==> config.mk <==
export PLATFORM = sky130hd
export DESIGN_NAME = sc_mat_addsub_mm
export DESIGN_NICKNAME = d
export VERILOG_FILES = /design/src/rtl/sc_mat_addsub_mm.sv
export SDC_FILE = /design/constraint.sdc
export NUM_CORES = 1
export LEC_CHECK = 0
export BUFFER_PORTS_ARGS = -buffer_cell sky130_fd_sc_hd__buf_4
export CAP_MARGIN = 20
export CORE_UTILIZATION = 30
export CTS_CLUSTER_DIAMETER = 40
export DETAILED_ROUTE_END_ITERATION = 10
export GPL_TIMING_DRIVEN = 1
export PLACE_DENSITY = 0.43
export SKIP_CTS_REPAIR_TIMING = 1
export SLEW_MARGIN = 20
export SYNTH_ARGS = -nofsm -noshare
export SYNTH_HDL_FRONTEND = slang
export SYNTH_SLANG_ARGS = --single-unit
==> constraint.sdc <==
create_clock -name clk -period 8.8 [get_ports clk]
set_input_delay 1.76 -clock clk [delete_from_list [all_inputs] [get_ports clk]]
set_output_delay 1.76 -clock clk [all_outputs]
set_load 0.005 [all_outputs]
==> src/rtl/sc_mat_addsub_mm.sv <==
// Avalon-MM complex matrix add/subtract engine: C = A +/- B, element by element.
// Define SC_MAT_ADDSUB_SAT_EN to saturate results; otherwise results wrap.
module sc_mat_addsub_mm #(
  parameter int unsigned MAT_NUM_ROW = 2,
  parameter int unsigned DATA_W      = 32,
  parameter int unsigned ADDR_W      = 23
) (
  input  logic              clk,
  input  logic              reset,
  input  logic [ADDR_W-1:0] address,
  input  logic [63:0]       writedata,
  input  logic              write,
  input  logic              read,
  input  logic [7:0]        byteenable,
  output logic [63:0]       readdata,
  output logic              waitrequest,
  output logic              irq
);

  localparam int unsigned N     = MAT_NUM_ROW * MAT_NUM_ROW;
  localparam int unsigned IDX_W = (N > 1) ? $clog2(N) : 1;
  localparam logic [ADDR_W-1:0] B_BASE    = ADDR_W'(N);
  localparam logic [ADDR_W-1:0] C_BASE    = ADDR_W'(2 * N);
  localparam logic [ADDR_W-1:0] CTRL_ADDR = ADDR_W'(3 * N);
  localparam logic [ADDR_W-1:0] STAT_ADDR = ADDR_W'(3 * N + 1);

  typedef logic signed [DATA_W-1:0] elem_t;
  typedef enum logic [1:0] {IDLE, RUN, DONE_ST} state_t;

`ifdef SC_MAT_ADDSUB_SAT_EN
  localparam elem_t ELEM_MIN = {1'b1, {(DATA_W-1){1'b0}}};
  localparam elem_t ELEM_MAX = {1'b0, {(DATA_W-1){1'b1}}};
`endif

  elem_t a_re [N];
  elem_t a_im [N];
  elem_t b_re [N];
  elem_t b_im [N];
  elem_t c_re [N];
  elem_t c_im [N];

  state_t            state_q, state_d;
  logic              busy_q, busy_d;
  logic              done_q, done_d;
  logic              ovf_q, ovf_d;
  logic              mode_q, mode_d;
  logic              irq_en_q, irq_en_d;
  logic [IDX_W-1:0]  k_q, k_d;
  logic              rvalid_q, rvalid_d;
  logic [63:0]       readdata_q, readdata_d;

  logic              in_a, in_b, in_c, is_mem, is_ctrl, is_stat;
  logic [ADDR_W-1:0] base;
  logic [IDX_W-1:0]  idx;
  logic [63:0]       old_word, merged, rd_word;
  elem_t             new_re, new_im, res_re, res_im;
  logic [DATA_W:0]   sum_re, sum_im;
  logic              ovf_re, ovf_im;
  logic              mem_stall, wr_acc, rd_acc;
  logic              a_we, b_we, c_we;

  function automatic logic [63:0] pack(input elem_t re, input elem_t im);
    logic [63:0] w;
    w = '0;
    w[DATA_W-1:0]     = re;
    w[32+DATA_W-1:32] = im;
    return w;
  endfunction

  function automatic logic [DATA_W:0] addsub(input elem_t x, input elem_t y, input logic sub);
    logic [DATA_W:0] xe, ye;
    xe = {x[DATA_W-1], x};
    ye = {y[DATA_W-1], y};
    return sub ? (xe - ye) : (xe + ye);
  endfunction

  always_comb begin
    in_a    = (address < B_BASE);
    in_b    = (address >= B_BASE) && (address < C_BASE);
    in_c    = (address >= C_BASE) && (address < CTRL_ADDR);
    is_ctrl = (address == CTRL_ADDR);
    is_stat = (address == STAT_ADDR);
    is_mem  = in_a | in_b | in_c;
    base    = in_b ? B_BASE : (in_c ? C_BASE : '0);
    idx     = IDX_W'(address - base);
  end

  // Byte-enable merge against the stored word so unselected bytes keep their value.
  always_comb begin
    old_word = in_b ? pack(b_re[idx], b_im[idx]) : pack(a_re[idx], a_im[idx]);
    merged   = '0;
    for (int unsigned i = 0; i < 8; i++) begin
      merged[8*i +: 8] = byteenable[i] ? writedata[8*i +: 8] : old_word[8*i +: 8];
    end
    new_re = merged[DATA_W-1:0];
    new_im = merged[32+DATA_W-1:32];
  end

  always_comb begin
    rd_word = '0;
    if (in_a)         rd_word = pack(a_re[idx], a_im[idx]);
    else if (in_b)    rd_word = pack(b_re[idx], b_im[idx]);
    else if (in_c)    rd_word = pack(c_re[idx], c_im[idx]);
    else if (is_ctrl) rd_word[2:1] = {irq_en_q, mode_q};
    else if (is_stat) rd_word[2:0] = {ovf_q, done_q, busy_q};
  end

  always_comb begin
    sum_re = addsub(a_re[k_q], b_re[k_q], mode_q);
    sum_im = addsub(a_im[k_q], b_im[k_q], mode_q);
    ovf_re = sum_re[DATA_W] ^ sum_re[DATA_W-1];
    ovf_im = sum_im[DATA_W] ^ sum_im[DATA_W-1];
`ifdef SC_MAT_ADDSUB_SAT_EN
    res_re = ovf_re ? (sum_re[DATA_W] ? ELEM_MIN : ELEM_MAX) : elem_t'(sum_re[DATA_W-1:0]);
    res_im = ovf_im ? (sum_im[DATA_W] ? ELEM_MIN : ELEM_MAX) : elem_t'(sum_im[DATA_W-1:0]);
`else
    res_re = sum_re[DATA_W-1:0];
    res_im = sum_im[DATA_W-1:0];
`endif
  end

  // A simultaneous read+write is a write; matrix accesses stall while busy.
  always_comb begin
    mem_stall = is_mem & busy_q;
    wr_acc    = write & ~mem_stall;
    rd_acc    = read & ~write & ~rvalid_q & ~mem_stall;
    if (reset)      waitrequest = 1'b0;
    else if (write) waitrequest = mem_stall;
    else            waitrequest = read & ~rvalid_q;
  end

  always_comb begin
    state_d    = state_q;
    busy_d     = busy_q;
    done_d     = done_q;
    ovf_d      = ovf_q;
    mode_d     = mode_q;
    irq_en_d   = irq_en_q;
    k_d        = k_q;
    rvalid_d   = 1'b0;
    readdata_d = '0;
    a_we       = wr_acc & in_a;
    b_we       = wr_acc & in_b;
    c_we       = 1'b0;

    if (rd_acc) begin
      rvalid_d   = 1'b1;
      readdata_d = rd_word;
    end

    case (state_q)
      IDLE: begin
        if (wr_acc && is_ctrl && byteenable[0]) begin
          mode_d   = writedata[1];
          irq_en_d = writedata[2];
          if (writedata[0]) begin
            state_d = RUN;
            busy_d  = 1'b1;
            done_d  = 1'b0;
            ovf_d   = 1'b0;
            k_d     = '0;
          end
        end
      end
      RUN: begin
        c_we  = 1'b1;
        ovf_d = ovf_q | ovf_re | ovf_im;
        if (k_q == IDX_W'(N - 1)) state_d = DONE_ST;
        else                      k_d     = k_q + 1'b1;
      end
      DONE_ST: begin
        busy_d  = 1'b0;
        done_d  = 1'b1;
        state_d = IDLE;
      end
      default: state_d = IDLE;
    endcase
  end

  always_ff @(posedge clk) begin
    if (reset) begin
      state_q    <= IDLE;
      busy_q     <= 1'b0;
      done_q     <= 1'b0;
      ovf_q      <= 1'b0;
      mode_q     <= 1'b0;
      irq_en_q   <= 1'b0;
      k_q        <= '0;
      rvalid_q   <= 1'b0;
      readdata_q <= '0;
    end else begin
      state_q    <= state_d;
      busy_q     <= busy_d;
      done_q     <= done_d;
      ovf_q      <= ovf_d;
      mode_q     <= mode_d;
      irq_en_q   <= irq_en_d;
      k_q        <= k_d;
      rvalid_q   <= rvalid_d;
      readdata_q <= readdata_d;
    end
  end

  always_ff @(posedge clk) begin
    if (a_we) begin
      a_re[idx] <= new_re;
      a_im[idx] <= new_im;
    end
    if (b_we) begin
      b_re[idx] <= new_re;
      b_im[idx] <= new_im;
    end
    if (c_we) begin
      c_re[k_q] <= res_re;
      c_im[k_q] <= res_im;
    end
  end

  assign readdata = readdata_q;
  assign irq      = done_q & irq_en_q;

endmodule

==> impl_results.md <==
* Worst Path Required at 9.43 ns
* Initial core utilization at 30.28%
* Slew margin rel. at 27.06%
* Nets at 2848
* Leakage at 15.98 nW
* Clk slew on worst S/H paths at 0.05 ns
* DR WL/cell at 25.99 um
* Layout cells sized above 1 at 29.08%
* Slew Limit Fails at 0
* Non-Filler Instances at 4555
* RSZ-0062 raised after global routing: false
* Clock buffer depth at 3
* Number of port buffers at 164
* Max FO, Critical Path at 41
* Max-cap violations at 0
* Status: complete, no violations
* Clock sinks at 844
* HP Class: reg2reg
* Yosys cell types at 70
* Total negative setup slack at 0 ns
* Switching Share at 21.39%
* Startpoint types: flop
* Endpoint class of the critical path: flop
* Area post-placement at 43230 sq um
* Global-route wire length before repair at 173500 um
* Fmax achieved at 0.1553 GHz
* Clk Tree Root Cell: clkbuf_16
* Worst EP arrival at 7.07 ns
* Slew @ Worst Pin at 1.094 ns
* Grt ovf at 0
* Total track usage at 17.73%
* Top cells by area, synth: edfxtp_1, mux4_2, dfxtp_1, mux2i_1, ha_1
* Design area at 48350 sq um
* Post-Syn Area at 39860 sq um
* Clock Power Share at 55.1%
* Seq pwr share at 41.4%
* Commonest cells after routing, fill and taps aside: edfxtp_1, mux4_2, buf_4, nor2_1, clkbuf_16
* Die width at 366.5 um
* Die height at 366.5 um
* Final hold violations at 0
* Initial antenna violation count at 2
* Placed cell count at 4281
* Die ar. at 134300 sq um
* Synth Flop Type: edfxtp_1
* Detail Route Antenna Nets at 0
* Worst slack, placed at 2.314 ns
* Largest vdd supply drop at 158.9 uV
* Post-synth EDFFs at 768
* Clk_lat worst skew at 0.76 ns
* H-tree Lvls at 4
* Gpl congestion at 0.7931
* Overall power after layout at 10.56 mW
* Int Pwr at 8.304 mW
* Core Area at 131600 sq um
* Total length of routed wires at 118400 um
* # setup viols final at 0
* Vias per cell at 5.161
* Register bit total from synthesis at 844
* Vias in the first global route at 25560
* DR iter-0 viols at 1800
* Pwr/cell area at 218.5 nW/um^2
* Largest net degree at the start of global routing at 105
* Cell Rows at 133
* Area grow syn2layout at 21.30%
* Most common cell after layout, fill and taps aside: edfxtp_1
* CTS tree: done
* Post-Syn Nets at 2617
* Syn Inst Count at 2446
* Critical path class: reg2reg
* Hpwl dp at 71270 um
* Area leader, netlist: edfxtp_1
* Final WS setup at 2.362 ns
* Via Count at 23510
* Final period utilization at 73.16%
* Top Ports at 165
* Ys async rst share at 0%
* DRC at 0
* Syn avg cell area at 16.29 sq um
* Yosys warnings at 0
* Combinational share of power at 3.5%
* Fin crit period at 6.438 ns
* Inserted Clock Buffers at 149
* Clock skew at 0.03168 ns
* Register area share after synthesis at 61.68%
* Top-area cell type share of the netlist area at 57.86%
* First-pass iteration count of the detailed router at 5
* Net switching power at 2.260 mW
## worst paths after layout
path / cells after the start / startpoint / endpoint / slack, ns
worst max register to register: 19 / flop / ovf_q / 2.36
worst min-delay path: 2 / done_q / done_q / 0.53
worst min register to register: 2 / done_q / done_q / 0.53
worst max-delay path: 19 / flop / ovf_q / 2.36
## metrics by stage
stage	hold slack (ns)	utilization [%]
2_1_floorplan	0.4580	-
5_1_grt	0.5637	36.73
6_report	0.5288	36.73
3_3_place_gp	0.5117	32.84
3_5_place_dp	0.5123	32.84
4_1_cts	0.5304	36.73
## registers in the layout, summed over array words and instances (netlist names), named ones only
name	cells
c_re	128
ovf_q	1
a_re	128
mode_q	1
state_q	2
done_q	1
c_im	128
b_re	128
busy_q	1
readdata	64
a_im	128
irq_en_q	1
rvalid_q	1
k_q	2
b_im	128
## cells by family after synthesis
| family | Yosys count | synth area share (%) |
|---|---|---|
| fa+ha+maj | 72 | 2.298 |
| simple gates | 447 | 5.268 |
| xor+xnor | 120 | 2.637 |
| mux | 452 | 21.40 |
| buf+inv | 171 | 1.752 |
| compound gates | 340 | 4.969 |
| flops | 844 | 61.68 |
## power by group through the flow
| stage | Combinational, mW | Clock, mW | Sequential (mW) |
|---|---|---|---|
| finish | 0.368 | 5.82 | 4.38 |
| global placement | 0.373 | 0 | 4.45 |
| floorplan | 0.226 | 0 | 4.45 |
| CTS | 0.381 | 5.96 | 4.38 |
| detailed placement | 0.380 | 0 | 4.45 |
| global route | 0.405 | 6.13 | 4.37 |
## routing by layer
layer | GRT usage (%) | vias to the layer above | wire (um)
met5 | 0 | - | 0
met4 | 4.707 | 0 | 2411
met3 | 3.540 | 171 | 6126
met2 | 28.87 | 611 | 56970
met1 | 24.08 | 12410 | 52860
li1 | - | 10320 | -
## synthesized netlist by cell type (3+ instances only)
cell type and count:
a2111oi_0 3, a211oi_1 5, a21o_1 27, a21oi_1 139, a31oi_1 13, a41oi_1 3, and2_1 11, and3_1 6
and4_1 4, buf_1 38, buf_2 12, buf_4 3, buf_6 4, clkbuf_1 72, dfxtp_1 76, edfxtp_1 768
ha_1 70, inv_1 41, mux2i_1 132, mux4_2 320, nand2_1 104, nand2b_1 16, nand3_1 17, nand4_1 3
nor2_1 206, nor2b_1 16, nor3_1 25, nor4_1 9, nor4_2 5, nor4_4 3, o21a_1 6, o21ai_0 103
o21bai_1 7, o31ai_1 5, or3_1 6, xnor2_1 97, xor2_1 23
## critical path, cell delays in order, from the launching register on
cell,delay (ns)
dfxtp_4,1.01
buf_4,0.57
buf_4,0.34
mux4_2,0.58
nor2_1,0.19
nand2_2,0.13
nor4_1,0.92
nor2_1,0.12
xnor2_1,0.18
ha_1,0.34
o21a_1,0.15
o21ai_0,0.08
nand2b_1,0.10
o31ai_1,0.07
a31oi_1,0.34
a31oi_1,0.17
xnor2_1,0.37
xnor2_1,0.15
xnor2_1,0.18
o31a_1,0.29
## area by class of cell
type / instances / area, sq um
well taps: 1755 / 2196
fillers: 12360 / 83280
flip-flops and latches: 844 / 24590
diodes: 1 / 2.502
clock inverters: 93 / 1045
multi-input cells: 1431 / 14660
inverters: 42 / 157.7
repair buffers: 209 / 1622
clock buffers: 180 / 4074
(Power assumes the default switching activity.)
